==> config.mk <==
export PLATFORM = sky130hd
export DESIGN_NAME = fp_op_arbiter
export DESIGN_NICKNAME = d
export VERILOG_FILES = /design/src/rtl/fp_op_arbiter.sv
export SDC_FILE = /design/constraint.sdc
export NUM_CORES = 1
export LEC_CHECK = 0
export ABC_AREA = 1
export CORE_MARGIN = 2
export CORE_UTILIZATION = 37
export DETAILED_ROUTE_END_ITERATION = 6
export HOLD_SLACK_MARGIN = 0.03
export PLACE_DENSITY = 0.76
export SYNTH_ARGS = -nofsm -noshare
export SYNTH_HDL_FRONTEND = slang
export SYNTH_SLANG_ARGS = --single-unit
==> constraint.sdc <==
create_clock -name clk -period 1.7 [get_ports clk]
set_input_delay 0.17 -clock clk [delete_from_list [all_inputs] [get_ports clk]]
set_output_delay 0.17 -clock clk [all_outputs]
set_load 0.02 [all_outputs]
==> src/rtl/fp_op_arbiter.sv <==
// Round-robin arbiter sharing one floating-point ALU between two requesters:
// start/done handshake, 16/32-bit result selection and a watchdog on alu_done.
module fp_op_arbiter #(
    parameter int unsigned TIMEOUT = 64
) (
    input  logic        clk,
    input  logic        reset,
    input  logic        req0_valid,
    input  logic        req0_mode,
    input  logic [31:0] req0_a,
    input  logic [31:0] req0_b,
    input  logic [1:0]  req0_op,
    input  logic        req0_round,
    output logic        req0_ready,
    input  logic        req1_valid,
    input  logic        req1_mode,
    input  logic [31:0] req1_a,
    input  logic [31:0] req1_b,
    input  logic [1:0]  req1_op,
    input  logic        req1_round,
    output logic        req1_ready,
    output logic        alu_start,
    output logic        alu_mode,
    output logic [31:0] alu_a,
    output logic [31:0] alu_b,
    output logic [1:0]  alu_op,
    output logic        alu_round,
    input  logic        alu_done,
    input  logic [15:0] r16,
    input  logic [31:0] r32,
    input  logic [4:0]  f16,
    input  logic [4:0]  f32,
    output logic        rsp_valid,
    output logic        rsp_id,
    output logic [31:0] rsp_result,
    output logic [4:0]  rsp_flags,
    output logic        rsp_timeout,
    output logic        busy
);
    localparam logic [1:0] IDLE  = 2'd0;
    localparam logic [1:0] ISSUE = 2'd1;
    localparam logic [1:0] WAIT  = 2'd2;
    localparam logic [1:0] RESP  = 2'd3;
    localparam logic [15:0] LAST = 16'(TIMEOUT - 1);

    logic [1:0]  state;
    logic        prio;
    logic        owner;
    logic [15:0] count;
    logic        sel_mode;
    logic [31:0] sel_a;
    logic [31:0] sel_b;
    logic [1:0]  sel_op;
    logic        sel_round;

    // Ready is gated by reset so nothing looks accepted while reset is held.
    always_comb begin
        req0_ready = 1'b0;
        req1_ready = 1'b0;
        if (state == IDLE && reset) begin
            req0_ready = req0_valid & (~req1_valid | ~prio);
            req1_ready = req1_valid & (~req0_valid | prio);
        end
    end

    always_comb begin
        sel_mode  = req1_ready ? req1_mode  : req0_mode;
        sel_a     = req1_ready ? req1_a     : req0_a;
        sel_b     = req1_ready ? req1_b     : req0_b;
        sel_op    = req1_ready ? req1_op    : req0_op;
        sel_round = req1_ready ? req1_round : req0_round;
    end

    assign alu_start = (state == ISSUE);
    assign rsp_valid = (state == RESP);
    assign busy      = (state != IDLE);

    always_ff @(posedge clk or negedge reset) begin
        if (!reset) begin
            state       <= IDLE;
            prio        <= 1'b0;
            owner       <= 1'b0;
            count       <= '0;
            alu_mode    <= 1'b0;
            alu_a       <= '0;
            alu_b       <= '0;
            alu_op      <= '0;
            alu_round   <= 1'b0;
            rsp_id      <= 1'b0;
            rsp_result  <= '0;
            rsp_flags   <= '0;
            rsp_timeout <= 1'b0;
        end else begin
            case (state)
                IDLE: begin
                    if (req0_ready || req1_ready) begin
                        owner     <= req1_ready;
                        prio      <= ~req1_ready;
                        alu_mode  <= sel_mode;
                        alu_a     <= sel_mode ? sel_a : {16'h0000, sel_a[15:0]};
                        alu_b     <= sel_mode ? sel_b : {16'h0000, sel_b[15:0]};
                        alu_op    <= sel_op;
                        alu_round <= sel_round;
                        state     <= ISSUE;
                    end
                end
                ISSUE: begin
                    count <= '0;
                    state <= WAIT;
                end
                WAIT: begin
                    // A done arriving in the expiry cycle takes precedence.
                    if (alu_done) begin
                        rsp_result  <= alu_mode ? r32 : {16'h0000, r16};
                        rsp_flags   <= alu_mode ? f32 : f16;
                        rsp_timeout <= 1'b0;
                        rsp_id      <= owner;
                        state       <= RESP;
                    end else if (count == LAST) begin
                        rsp_result  <= '0;
                        rsp_flags   <= '0;
                        rsp_timeout <= 1'b1;
                        rsp_id      <= owner;
                        state       <= RESP;
                    end else begin
                        count <= count + 16'd1;
                    end
                end
                RESP:    state <= IDLE;
                default: state <= IDLE;
            endcase
        end
    end
endmodule

==> impl_metrics.ini, run 1 <==
[status]
status = complete, but fails checks
violations = negative setup slack

[grt]
gr-total-overflow = 0
antenna_found_initial = 1
grt_pass1_vias = 6748
grt_usage_pct = 24.3
grt_max_degree = 127
grt_pass1_wl_um = 34100

[synth]
netlist_instances = 830
synth_edf_count = 0
yosysSeqAreaShare_pct = 51.6
synth_nets = 1035
synth-main-ff-cell = dfrtp_1
yosysTopAreaCellShare_pct = 51.6
synth.avg_cell_area_um2 = 7.42
synthesis.area_um2 = 6150
yosysWarnings = 0
async_reset_ff_share_pct = 100
ys_ff_latch = 127
yosysTopAreaCell = dfrtp_1
yosys-top-cells-area = dfrtp_1, nand2_1, nor2_1
ys_types = 27

[finish]
nNetsFinal = 1382
drive_gt1_share_pct = 14.0
design_area_um2 = 10900
final_cells = 1410
nFillCells = 1354
area_delta_synth_final_pct = 77.2
final_common_cell = nand2_1
final_cell_mix = nand2_1, clkdlybuf4s50_1, dfrtp_1

[critical_path]
rr_worst_depth = 13
cp-end-kind = flip-flop
path_max_fanout = 8
crit_required_ns = 2.05
cp.arrival_ns = 2.09
worst-setup-path-type = reg2reg
startpoint_type = flip-flop

[floorplanning]
die_area_um2 = 17700
rows = 47
die_x_um = 133
initial_core_util_pct = 37.5
die_height_um = 133
core-area_um2 = 16400
ios = 311

[clocking]
clock-root-buffer = clkbuf_16
clock_latency_ns = 0.41
ctsLongestPathBuffers = 2
tritoncts = built
cts.sinks = 127
htreeDepth = 4
cts_made_buffers = 17
clk_pin_slew_ns = 0.06

[power]
powerDensity_nw_per_um2 = 1620
clkPwrFrac_pct = 19.6
switching_share_pct = 39.6
power.switching_w = 0.00697
p_int_w = 0.0106
seqPwrFrac_pct = 28.7
vdd_drop_max_uv = 752
p_leak_nw = 5.13
p_comb_share_pct = 51.7

[sta]
timing.final.ws_setup_ns = -0.0406
slew_headroom_pct = 55.3
hold_viol_final = 0
max_freq_mhz = 575
setup_tns_ns = -0.620
rsz0062_at_grt = true
worst_pin_slew_ns = 0.671
layout_min_cycle_time_ns = 1.74
setup_viol = 36
final.period_utilization_pct = 102
fin_skew_ns = 0.00775
slew_violations = 0

[drt]
firstDrtPassIters = 5
wl_met1_um = 8720
route.met3.wl_um = 1580
viasPerCell = 4.83
dr.max_layer_used = met4
drc = 0
post_drt_wl_per_cell_um = 15.8
ant_nets = 0
wl_um = 22300
dr_total_vias = 6808
wl_met2_um = 11300
drt_iter0_markers = 360

[worst_hold_path]
min_path_cells = 3
hold_class = in2reg

[place]
dp_slack_ns = -0.157
place.gp.congestion = 0.897
dp.cells = 1354
io_buffers = 310
place_hpwl_um = 15000
placed_cell_area_um2 = 9700

[flow_run]
maxCapViolCount = 0
-- synth_stat cells, types with 3 or more instances --
| cell | number |
|---|---|
| nand4_1 | 6 |
| o21bai_1 | 4 |
| buf_2 | 16 |
| o31ai_1 | 3 |
| buf_1 | 3 |
| nor2_1 | 72 |
| ha_1 | 6 |
| dfrtp_1 | 127 |
| buf_4 | 4 |
| a31oi_1 | 16 |
| inv_1 | 23 |
| nand2_1 | 424 |
| clkbuf_1 | 20 |
| o21ai_0 | 40 |
| a21oi_1 | 8 |
| nand3_1 | 44 |
-- critical path, stage by stage, from the launching register on --
cell and delay [ns]:
dfrtp_1 0.39, inv_2 0.09, ha_4 0.15, nand2_4 0.05
nor2_4 0.09, nand2_2 0.08, inv_4 0.09, buf_6 0.10
nor2_4 0.05, a21oi_4 0.17, buf_6 0.15, clkbuf_16 0.15
nand2_1 0.06, nand2_1 0.06
-- stage by stage --
stage,util (%),hold slack (ns),total power (W)
2_1_floorplan,-,-0.126,0.00897
3_3_place_gp,59.1,-0.0370,0.0131
3_5_place_dp,59.1,-0.0375,0.0133
4_1_cts,64.0,0.0979,0.0171
5_1_grt,66.5,0.147,0.0186
6_report,66.5,0.128,0.0176
-- power groups by stage --
stage	registers [W]	clock network, W	logic (W)
2_1_floorplan	0.00644	0	0.00253
3_3_place_gp	0.00497	0	0.00816
3_5_place_dp	0.00501	0	0.00829
4_1_cts	0.00501	0.00350	0.00861
5_1_grt	0.00521	0.00366	0.00975
6_report	0.00506	0.00345	0.00910
-- final cells by class --
class | instances | area (um^2) | share of cell area, %
antenna | 1 | 2.50 | 0.0230
clock buffer | 21 | 470 | 4.31
clock inverter | 10 | 88.8 | 0.815
inverter | 25 | 108 | 0.987
multi-input combinational | 635 | 2930 | 26.9
sequential | 127 | 3180 | 29.1
tap | 220 | 275 | 2.52
timing repair buffer | 371 | 3850 | 35.3
-- cell families (layout without fill, tap and decap cells) --
| logic type | after synthesis | after routing | share of synthesized area (%) |
|---|---|---|---|
| and+or+nand+nor | 554 | 554 | 35.4 |
| DFF | 127 | 127 | 51.6 |
| AOI/OAI and AO/OA | 73 | 73 | 6.77 |
| buffers and inverters | 68 | 427 | 4.72 |
| adders and majority gates | 6 | 6 | 1.22 |
| xor gates and xnor gates | 2 | 2 | 0.285 |
| other | 0 | 1 | 0 |
-- flip-flops by register name (all words and copies together) (netlist names) --
signal / cells
alu_op: 2
rsp_id: 1
prio: 1
rsp_timeout: 1
rsp_flags: 5
alu_round: 1
alu_b: 32
rsp_result: 32
alu_mode: 1
state: 2
count: 16
alu_a: 32
owner: 1
-- worst paths after layout --
| path | slack (ns) | end | start |
|---|---|---|---|
| setup reg to reg | -0.04 | alu_b[30]$_DFFE_PN0P_ | state[0]$_DFFE_PN0P_ |
| hold / removal | 0.13 | prio$_DFFE_PN0P_ | reset |
| setup / recovery | -0.04 | alu_b[30]$_DFFE_PN0P_ | state[0]$_DFFE_PN0P_ |
| min in group asynchronous | 0.19 | prio$_DFFE_PN0P_ | reset |
| hold reg to reg | 0.47 | rsp_result[21]$_DFFE_PN0P_ | rsp_result[21]$_DFFE_PN0P_ |
| max in group asynchronous | 0.56 | rsp_result[26]$_DFFE_PN0P_ | reset |
-- routing by layer --
metal | vias to the layer above | GRT usage [%]
met5 | - | 0
met4 | 0 | 9.68
met1 | 3171 | 28.6
li1 | 3300 | -
met3 | 54 | 7.62
met2 | 283 | 41.4
-- repair_timing --
item / in CTS / in global routing
endpoints found under the setup margin: 74 / 130
gates cloned: 4 / 6
pin swaps: 4 / 16
gates resized for setup: 37 / 76
endpoints found under the hold margin: 127 / 0
setup buffers: 8 / 6
hold buffers: 1 / 0
Power figures use the tool's default switching activity.
==> run 2, diff against run 1 <==
--- a/config.mk
+++ b/config.mk
@@ -6,6 +6,7 @@
 export NUM_CORES = 1
 export LEC_CHECK = 0
 export ABC_AREA = 1
+export CAP_MARGIN = 20
 export CORE_MARGIN = 2
 export CORE_UTILIZATION = 37
 export DETAILED_ROUTE_END_ITERATION = 6
==> results of run 2 <==
Final layout, timing and power as in run 1 (identical DEF).
==> run 3, diff against run 2 <==
==> constraint.sdc (replaced) <==
create_clock -name clk -period 1.5 [get_ports clk]
set_input_delay 0.15 -clock clk [delete_from_list [all_inputs] [get_ports clk]]
set_output_delay 0.15 -clock clk [all_outputs]
set_load 0.02 [all_outputs]
==> run 3 against run 2 <==
Effect of this change:
- the flow still finishes with violations (negative setup slack)
- register-to-register slack got worse by 0.18 ns
- critical path type unchanged
- global-route usage rose by 0.35 points
- clock skew barely moved
- sequential power rose by 15%
- core utilization grew 2.6 points
==> impl_metrics.ini, run 3 (synthesis results as in run 1) <==
[status]
status = complete, but fails checks
violations = negative setup slack

[worst_hold_path]
min_to = prio$_DFFE_PN0P_
hold_class = in2reg
min_from = reset
min_path_cells = 3

[finish]
nFillCells = 1296
final_core_util_pct = 69.1
reg_top3 = alu_a (32), alu_b (32), rsp_result (32)
final_common_cell = nand2_1
area_delta_synth_final_pct = 84.2
antenna_cells = 0
final_cell_mix = nand2_1, clkdlybuf4s50_1, dfrtp_1
nNetsFinal = 1403
drive_gt1_share_pct = 21.4

[place]
io_buffers = 310
dp_slack_ns = -0.253
place_hpwl_um = 14700
place.gp.congestion = 0.894

[grt]
grt_pass1_vias = 6853
grt_pass1_wl_um = 34700
grt_usage_pct = 24.7
antenna_found_initial = 0
grt_max_degree = 106
gr-total-overflow = 0

[critical_path]
cp.arrival_ns = 2.00
crit_required_ns = 1.78
path_max_fanout = 15
r2r_end = alu_b[8]$_DFFE_PN0P_
worst-setup-path-type = reg2reg
startpoint_type = flip-flop
max_stage_delay_ns = 0.36
reg2reg_from = state[0]$_DFFE_PN0P_
rr_worst_depth = 12
crit_chain = inv_2 > ha_4 > nand2_4 > nor2_4 > nand2_2 > inv_4 > buf_12 > nor2_4 > inv_4 > clkbuf_16 > nor2_2 > a31oi_2
ff2ff_setup_slack_ns = -0.22
cp-end-kind = flip-flop
crit_slowest_cell = dfrtp_1

[sta]
worst_pin_slew_ns = 0.599
setup_viol = 128
final.period_utilization_pct = 115
slew_headroom_pct = 60.1
hold_viol_final = 0
hold_ws_ns = 0.0806
slew_violations = 0
fin_skew_ns = 0.00736
timing.final.ws_setup_ns = -0.220
rsz0062_at_grt = true
max_freq_mhz = 581
layout_min_cycle_time_ns = 1.72

[clocking]
cts_made_buffers = 17
htreeDepth = 4
tritoncts = built
clk_pin_slew_ns = 0.06
clock_latency_ns = 0.41
cts.sinks = 127
clock-root-buffer = clkbuf_16
ctsLongestPathBuffers = 2

[flow_run]
maxCapViolCount = 0

[power]
power_w = 0.0207
p_leak_nw = 5.61
vdd_drop_max_uv = 908
powerDensity_nw_per_um2 = 1820

[drt]
post_drt_wl_per_cell_um = 16.1
drt_iter0_markers = 405
wl_um = 23000
firstDrtPassIters = 5
ant_nets = 0
dr_total_vias = 6953
viasPerCell = 4.86
drc = 0

[floorplanning]
die_area_um2 = 17700
rows = 47
core-area_um2 = 16400
die_x_um = 133
die_height_um = 133
initial_core_util_pct = 37.5
ios = 311
[run 3: stage by stage]
stage          area [um^2]  setup TNS (ns)  instances
3_5_place_dp          9870          -14.67       1371
4_1_cts              10800          -10.44       1423
2_1_floorplan         6220           -2.28        830
6_report             11300          -17.02       1431
3_3_place_gp          9870          -11.75       1371
5_1_grt              11300          -29.05       1431
[run 3: metal layers]
layer  vias to the layer above  global-route usage [%]  routed length, um
met4                         0                    8.24                531
met2                       314                    43.1              12100
met3                        44                    7.01               1740
li1                       3354                       -                  -
met1                      3241                    29.2               8690
met5                         -                       0                  0
[run 3: how the worst max path moves through the flow]
stage	start	endpoint	slack [ns]	depth (start not counted)
after floorplan	state[0]$_DFFE_PN0P_	alu_a[13]$_DFFE_PN0P_	-0.05	10
after global placement	req1_valid	req1_ready	-0.23	6
after detailed placement	req1_valid	req1_ready	-0.25	6
after CTS	state[0]$_DFFE_PN0P_	req1_ready	-0.18	7
after global routing	state[0]$_DFFE_PN0P_	alu_a[31]$_DFFE_PN0P_	-0.33	12
final	state[0]$_DFFE_PN0P_	alu_b[8]$_DFFE_PN0P_	-0.22	12
[run 3: layout make-up]
type	instances	area, um^2	area share [%]
Multi-Input combinational cell	636	3290	29.0
Timing Repair Buffer	391	3850	34.0
Clock inverter	15	206	1.82
Sequential cell	127	3180	28.0
Inverter	25	110	0.971
Tap cell	220	275	2.43
Clock buffer	17	425	3.75
[run 3: where the power goes]
part	total, W	internal, W	switching, W
clock	0.00444	0.00280	0.00164
sequential	0.00581	0.00486	0.000948
combinational	0.0104	0.00440	0.00602
[run 3: timing repair]
item / in CTS / in global routing
hold endpoints to repair: 127 / 0
hold buffers: 1 / 0
endpoints found under the setup margin: 234 / 129
gates cloned: 5 / 3
resized for setup: 197 / 155
pin swaps: 10 / 19
setup buffers: 15 / 9
[run 3: critical path, delay by kind of cell (launching register included)]
kind | cells | cell delay (ns)
buf+inv | 5 | 0.54
simple gates | 5 | 0.48
flops | 1 | 0.36
fa+ha+maj | 1 | 0.18
compound gates | 1 | 0.04
